<file path="config.mk">
export PLATFORM = sky130hd
export DESIGN_NAME = key_debounce_pulse
export DESIGN_NICKNAME = d
export VERILOG_FILES = /design/src/rtl/key_pkg.sv /design/src/rtl/key_debounce_ch.sv /design/src/rtl/key_debounce_pulse.sv
export SDC_FILE = /design/constraint.sdc
export NUM_CORES = 1
export LEC_CHECK = 0
export BUFFER_PORTS_ARGS = -buffer_cell sky130_fd_sc_hd__buf_4
export CAP_MARGIN = 20
export CELL_PAD_IN_SITES_DETAIL_PLACEMENT = 1
export CELL_PAD_IN_SITES_GLOBAL_PLACEMENT = 1
export CORE_MARGIN = 1.5
export CORE_UTILIZATION = 25
export CTS_CLUSTER_DIAMETER = 120
export CTS_CLUSTER_SIZE = 25
export DETAILED_ROUTE_END_ITERATION = 6
export PLACE_DENSITY_LB_ADDON = 0.1
export SLEW_MARGIN = 0
export SYNTH_ARGS = -nofsm -noshare
export SYNTH_HDL_FRONTEND = slang
export SYNTH_SLANG_ARGS = --single-unit
</file>
<file path="constraint.sdc">
create_clock -name CLOCK_50 -period 7.98 [get_ports CLOCK_50]
set_input_delay 1.596 -clock CLOCK_50 [delete_from_list [all_inputs] [get_ports CLOCK_50]]
set_output_delay 1.596 -clock CLOCK_50 [all_outputs]
set_load 0.03 [all_outputs]
</file>
<file path="src/rtl/key_pkg.sv">
// Shared state encoding and 50 MHz timing defaults for the push-button conditioning path.
package key_pkg;

    typedef enum logic [1:0] {
        KS_IDLE         = 2'd0,
        KS_PRESS_WAIT   = 2'd1,
        KS_HELD         = 2'd2,
        KS_RELEASE_WAIT = 2'd3
    } key_state_t;

    localparam int unsigned KEY_N_KEYS_DEFAULT      = 4;
    localparam int unsigned KEY_DEBOUNCE_CYCLES_50M = 500000;
    localparam int unsigned KEY_REPEAT_DELAY_50M    = 25000000;
    localparam int unsigned KEY_REPEAT_PERIOD_50M   = 5000000;

    // Debounce counter only has to reach DEBOUNCE_CYCLES-1; keep at least one bit.
    function automatic int unsigned cntWidth(input int unsigned n);
        return (n <= 2) ? 1 : $clog2(n);
    endfunction

endpackage

</file>
<file path="src/rtl/key_debounce_ch.sv">
// One button channel: 2-flop synchroniser, debounce FSM and registered level/strobe outputs.
// Optional auto-repeat of the press strobe is built when KEY_AUTOREPEAT_EN is defined.
module key_debounce_ch
    import key_pkg::*;
#(
    parameter int unsigned DEBOUNCE_CYCLES = KEY_DEBOUNCE_CYCLES_50M,
    parameter int unsigned REPEAT_DELAY    = KEY_REPEAT_DELAY_50M,
    parameter int unsigned REPEAT_PERIOD   = KEY_REPEAT_PERIOD_50M
) (
    input  logic i_clock,
    input  logic i_reset,
    input  logic i_keyN,
    output logic o_level,
    output logic o_press,
    output logic o_release
);

    localparam int unsigned    CW       = cntWidth(DEBOUNCE_CYCLES);
    localparam logic [CW-1:0]  CNT_LAST = CW'(DEBOUNCE_CYCLES - 1);

    logic [1:0]    r_sync;
    logic          w_pressed;
    key_state_t    r_state, w_stateNext;
    logic [CW-1:0] r_cnt, w_cntNext;
    logic          w_atLast;
    logic          r_level, w_levelNext;
    logic          r_press, w_pressNext;
    logic          r_release, w_releaseNext;
    logic          w_repeatStrobe;

    always_ff @(posedge i_clock or posedge i_reset) begin
        if (i_reset) begin
            r_sync <= 2'b00;
        end else begin
            r_sync <= {r_sync[0], ~i_keyN};
        end
    end

    assign w_pressed = r_sync[1];
    assign w_atLast  = (r_cnt == CNT_LAST);

    always_ff @(posedge i_clock or posedge i_reset) begin
        if (i_reset) begin
            r_state   <= KS_IDLE;
            r_cnt     <= '0;
            r_level   <= 1'b0;
            r_press   <= 1'b0;
            r_release <= 1'b0;
        end else begin
            r_state   <= w_stateNext;
            r_cnt     <= w_cntNext;
            r_level   <= w_levelNext;
            r_press   <= w_pressNext | w_repeatStrobe;
            r_release <= w_releaseNext;
        end
    end

    // The counter is cleared on every state entry, so it can never wrap.
    always_comb begin
        w_stateNext   = r_state;
        w_cntNext     = r_cnt;
        w_levelNext   = r_level;
        w_pressNext   = 1'b0;
        w_releaseNext = 1'b0;
        case (r_state)
            KS_IDLE: begin
                if (w_pressed) begin
                    w_stateNext = KS_PRESS_WAIT;
                    w_cntNext   = '0;
                end
            end
            KS_PRESS_WAIT: begin
                if (!w_pressed) begin
                    w_stateNext = KS_IDLE;
                    w_cntNext   = '0;
                end else if (w_atLast) begin
                    w_stateNext = KS_HELD;
                    w_cntNext   = '0;
                    w_levelNext = 1'b1;
                    w_pressNext = 1'b1;
                end else begin
                    w_cntNext   = r_cnt + 1'b1;
                end
            end
            KS_HELD: begin
                if (!w_pressed) begin
                    w_stateNext = KS_RELEASE_WAIT;
                    w_cntNext   = '0;
                end
            end
            KS_RELEASE_WAIT: begin
                if (w_pressed) begin
                    w_stateNext = KS_HELD;
                    w_cntNext   = '0;
                end else if (w_atLast) begin
                    w_stateNext   = KS_IDLE;
                    w_cntNext     = '0;
                    w_levelNext   = 1'b0;
                    w_releaseNext = 1'b1;
                end else begin
                    w_cntNext     = r_cnt + 1'b1;
                end
            end
            default: begin
                w_stateNext = KS_IDLE;
                w_cntNext   = '0;
            end
        endcase
    end

`ifdef KEY_AUTOREPEAT_EN
    localparam int unsigned RPT_MAX = (REPEAT_DELAY > REPEAT_PERIOD) ? REPEAT_DELAY : REPEAT_PERIOD;
    localparam int unsigned RPT_W   = $clog2(RPT_MAX + 1);

    logic [RPT_W-1:0] r_rptCnt;
    logic [RPT_W-1:0] w_rptInc;
    logic             r_rptPeriodic;
    logic             w_accept;
    logic             w_heldStay;

    assign w_accept       = (r_state == KS_PRESS_WAIT) && w_pressed && w_atLast;
    assign w_heldStay     = (r_state == KS_HELD) && w_pressed;
    assign w_rptInc       = r_rptCnt + 1'b1;
    assign w_repeatStrobe = w_heldStay &&
                            (w_rptInc == (r_rptPeriodic ? RPT_W'(REPEAT_PERIOD) : RPT_W'(REPEAT_DELAY)));

    // First target is the initial delay, afterwards the repeat period; frozen outside HELD.
    always_ff @(posedge i_clock or posedge i_reset) begin
        if (i_reset) begin
            r_rptCnt      <= '0;
            r_rptPeriodic <= 1'b0;
        end else if (w_accept) begin
            r_rptCnt      <= '0;
            r_rptPeriodic <= 1'b0;
        end else if (w_heldStay) begin
            if (w_repeatStrobe) begin
                r_rptCnt      <= '0;
                r_rptPeriodic <= 1'b1;
            end else begin
                r_rptCnt      <= w_rptInc;
            end
        end
    end
`else
    assign w_repeatStrobe = 1'b0;
`endif

    assign o_level   = r_level;
    assign o_press   = r_press;
    assign o_release = r_release;

endmodule

</file>
<file path="src/rtl/key_debounce_pulse.sv">
// Debounced level plus press/release strobes for N_KEYS active-low push-buttons.
// Define KEY_AUTOREPEAT_EN to add auto-repeat press strobes while a key is held.
module key_debounce_pulse
    import key_pkg::*;
#(
    parameter int unsigned N_KEYS          = KEY_N_KEYS_DEFAULT,
    parameter int unsigned DEBOUNCE_CYCLES = KEY_DEBOUNCE_CYCLES_50M,
    parameter int unsigned REPEAT_DELAY    = KEY_REPEAT_DELAY_50M,
    parameter int unsigned REPEAT_PERIOD   = KEY_REPEAT_PERIOD_50M
) (
    input  logic              CLOCK_50,
    input  logic              reset,
    input  logic [N_KEYS-1:0] key_n,
    output logic [N_KEYS-1:0] key_level,
    output logic [N_KEYS-1:0] key_press,
    output logic [N_KEYS-1:0] key_release
);

    for (genvar g = 0; g < N_KEYS; g++) begin : g_ch
        key_debounce_ch #(
            .DEBOUNCE_CYCLES (DEBOUNCE_CYCLES),
            .REPEAT_DELAY    (REPEAT_DELAY),
            .REPEAT_PERIOD   (REPEAT_PERIOD)
        ) u_ch (
            .i_clock   (CLOCK_50),
            .i_reset   (reset),
            .i_keyN    (key_n[g]),
            .o_level   (key_level[g]),
            .o_press   (key_press[g]),
            .o_release (key_release[g])
        );
    end

endmodule

</file>
==> impl_metrics.csv <==
group,metric,value,unit
sta,fmax,384,MHz
sta,slew_headroom,0.305,
power,p_per_area,197,mW/mm^2
worst_setup_path,worst-path-buf-inv,1,
global_route,met1_usage,0.188,
layout,instances_no_fill,874,
synth,synthArstFlopShare,1.00,
synth,synth_seq_cells,104,
clock_network,cts_made_buffers,9,
detailed_routing,wl_per_cell,16.2,um
clock_network,cts_setup_buffers,0,
worst_setup_path,crit_type,"reg2out",
global_route,grt_overflow_total,0,
sta,post-route-period-util,0.326,
floorplanning,die_w,150,um
global_route,grt_usage,0.136,
worst_setup_path,path_cells,"buf_4",
synth,syn_inst,592,
detailed_routing,wl,14.2,mm
synth,synthFlopType,"dfrtp_1",
sta,post-route-min-period,2.60,ns
worst_setup_path,critical_path_arrival,1.01,ns
hold_path,hold_path.class,"reg2reg",
synth,synth_area,0.00544,mm^2
clock_network,cts_resized,0,
clock_network,cts_tree,"yes",
worst_setup_path,cp_max_fo,3,
synth,synth_area_leaders,"dfrtp_1 (48%), nand2_1 (5.2%), nand3_1 (5.1%)",
job,cap_viol_max_count,0,
synth,ys_warn_count,0,
worst_setup_path,endpoint_kind,"primary output",
synth,synth-edff-count,0,
detailed_routing,first_pass_iters,4,
global_route,antenna_found_initial,0,
global_route,grt_pass1_wl,24.1,mm
layout,final_layout_size_suffix_gt1_frac,0.0952,
synth,syn-num-nets,602,
floorplanning,rows,53,
layout,regArea,0.00260,mm^2
floorplanning,pin_count,18,
layout,fillerInstances,2441,
worst_setup_path,crit_slowest_cell,"dfrtp_1",
floorplanning,start_util,0.257,
layout,nets,604,
place,numPortBuffers,17,
floorplanning,dieArea,0.0226,mm^2
detailed_routing,vias,4360,
global_route,busiest_layer,"met2",
power,ir_drop,97.2,uV
layout,synthToLayoutAreaGrowth,11.5,%
synth,yosysMostFrequentCell,"dfrtp_1",
global_route,grt_use_met2,0.217,
layout,postLayoutCellArea,0.00606,mm^2
place,place.gp.congestion,0.733,
detailed_routing,drtIter0Drc,174,
synth,yosysTopAreaCell,"dfrtp_1",
sta,worst_pin_slew,1.04,ns
sta,finalMaxSlewViolations,0,
clock_network,insertion_delay,0.35,ns
place,dp.final_hpwl,9.65,mm
sta,hold_violations,0,
layout,final_util,0.287,
synth,yosysUniqueCellTypes,58,
synth,synth_top_cell_area_share,0.479,
global_route,grt_max_degree,60,
clock_network,clockBufferDepth,2,
global_route,grt_use_met3,0.0252,
sta,grt_setup_unrepaired,"false",
floorplanning,die_h,150,um
detailed_routing,drc,0,
place,placed_area,0.00575,mm^2
sta,tns,0,ns
sta,skew,0.0118,ns
floorplanning,core,0.0212,mm^2
clock_network,cts_hold_buf,0,
global_route,grt_pass1_vias,4498,
power,power.leakage,0.00258,uW
clock_network,clock-root-buffer,"clkbuf_16",
place,dp_cells,858,
detailed_routing,ant_nets,0,
clock_network,cts_max_level,3,
synth,avgSynthCellArea,9.18,um^2
layout,diodes,0,
run_status,status,"completed",
worst_setup_path,cp.required,6.38,ns
worst_setup_path,path_delay_family,"flip-flops",
sta,finalSetupViolations,0,
worst_setup_path,cp-start-kind,"flip-flop",
worst_setup_path,max_stage_delay,0.45,ns
synth,synth_seq_area_share,0.479,
synth,synth_common_cells,"dfrtp_1 (104), nand2_1 (76), nand3_1 (55)",
detailed_routing,routed_via_density,4.99,
clock_network,clock_sinks,104,
clock_network,clk_pin_slew,0.07,ns
layout,multi_input_area,0.00254,mm^2
## final cells by class
| type | instances | share of cell area |
|---|---|---|
| Inverter | 28 | 0.0177 |
| Sequential cell | 104 | 0.429 |
| Timing Repair Buffer | 21 | 0.0260 |
| Clock buffer | 10 | 0.0378 |
| Multi-Input combinational cell | 430 | 0.419 |
| Clock inverter | 6 | 0.0138 |
| Tap cell | 275 | 0.0567 |
## where the power goes
group	switching [uW]	internal, uW
registers	22.2	545
logic	100	40.0
clock network	209	275
## per-layer routing
metal | part of all wire | up-vias | wire [um]
met2 | 0.46 | 33 | 6460
met4 | 0.012 | 0 | 171
li1 | - | 2139 | -
met1 | 0.51 | 2175 | 7250
met3 | 0.021 | 13 | 300
met5 | 0 | - | 0
## final timing paths
path	start	endpoint	slack [ns]	cells after the start
setup / recovery	g_ch[3].u_ch.o_level	key_level[3]	5.38	1
hold / removal	g_ch[0].u_ch.r_sync[0]	g_ch[0].u_ch.r_sync[1]	0.35	0
setup reg to reg	g_ch[0].u_ch.r_cnt[0]	g_ch[0].u_ch.r_cnt[16]	5.54	6
hold reg to reg	g_ch[0].u_ch.r_sync[0]	g_ch[0].u_ch.r_sync[1]	0.35	0
max in group asynchronous	reset	g_ch[3].u_ch.r_cnt[0]	5.46	3
min in group asynchronous	reset	g_ch[1].u_ch.r_cnt[4]	1.33	2
## flip-flops by register name, indices dropped and copies added, names as in the netlist, named ones only
register,count
g_ch.u_ch.o_level,4
g_ch.u_ch.o_press,4
g_ch.u_ch.o_release,4
g_ch.u_ch.r_cnt,76
g_ch.u_ch.r_state,4
g_ch.u_ch.r_sync,8
## cell usage in the layout (no fill, tap or decap), types with 4 or more instances in the layout
master | netlist | layout
a21oi_1 | 37 | 37
ha_1 | 4 | 4
nor3b_1 | 7 | 7
inv_1 | 28 | 27
nand2_1 | 76 | 76
nand3_1 | 55 | 55
buf_4 | 12 | 21
clkbuf_16 | 0 | 9
nor4_1 | 7 | 7
a21o_1 | 20 | 20
a22o_1 | 5 | 5
xor2_1 | 9 | 9
or2_2 | 4 | 4
or4_1 | 6 | 6
nand4_1 | 17 | 17
nor3_1 | 17 | 17
or3_1 | 16 | 16
mux2i_1 | 8 | 8
and2_1 | 6 | 6
o21ai_0 | 42 | 42
and4_1 | 7 | 7
and3_1 | 9 | 9
dfrtp_1 | 104 | 104
nor2_1 | 25 | 24
a31oi_1 | 4 | 4
o211ai_1 | 5 | 5
## metrics by stage
step           total power, uW  worst slack [ns]  hold WS (ns)
2_1_floorplan              672              3.65         0.331
3_3_place_gp               719              4.93         0.333
3_5_place_dp               723              4.92         0.336
4_1_cts                   1220              5.31         0.353
5_1_grt                   1250              5.19         0.364
6_report                  1190              5.38         0.350
## cells by family (layout without fill, tap and decap cells)
group	count (synthesis)	in the layout	synth area share
and+or+nand+nor	271	271	0.267
DFF	104	104	0.479
muxes	10	10	0.0189
buffers and inverters	58	65	0.0548
xor gates and xnor gates	12	12	0.0193
adders and majority gates	4	4	0.00921
AOI/OAI and AO/OA	133	133	0.152
Note: power is estimated with default switching activity, not from simulation.
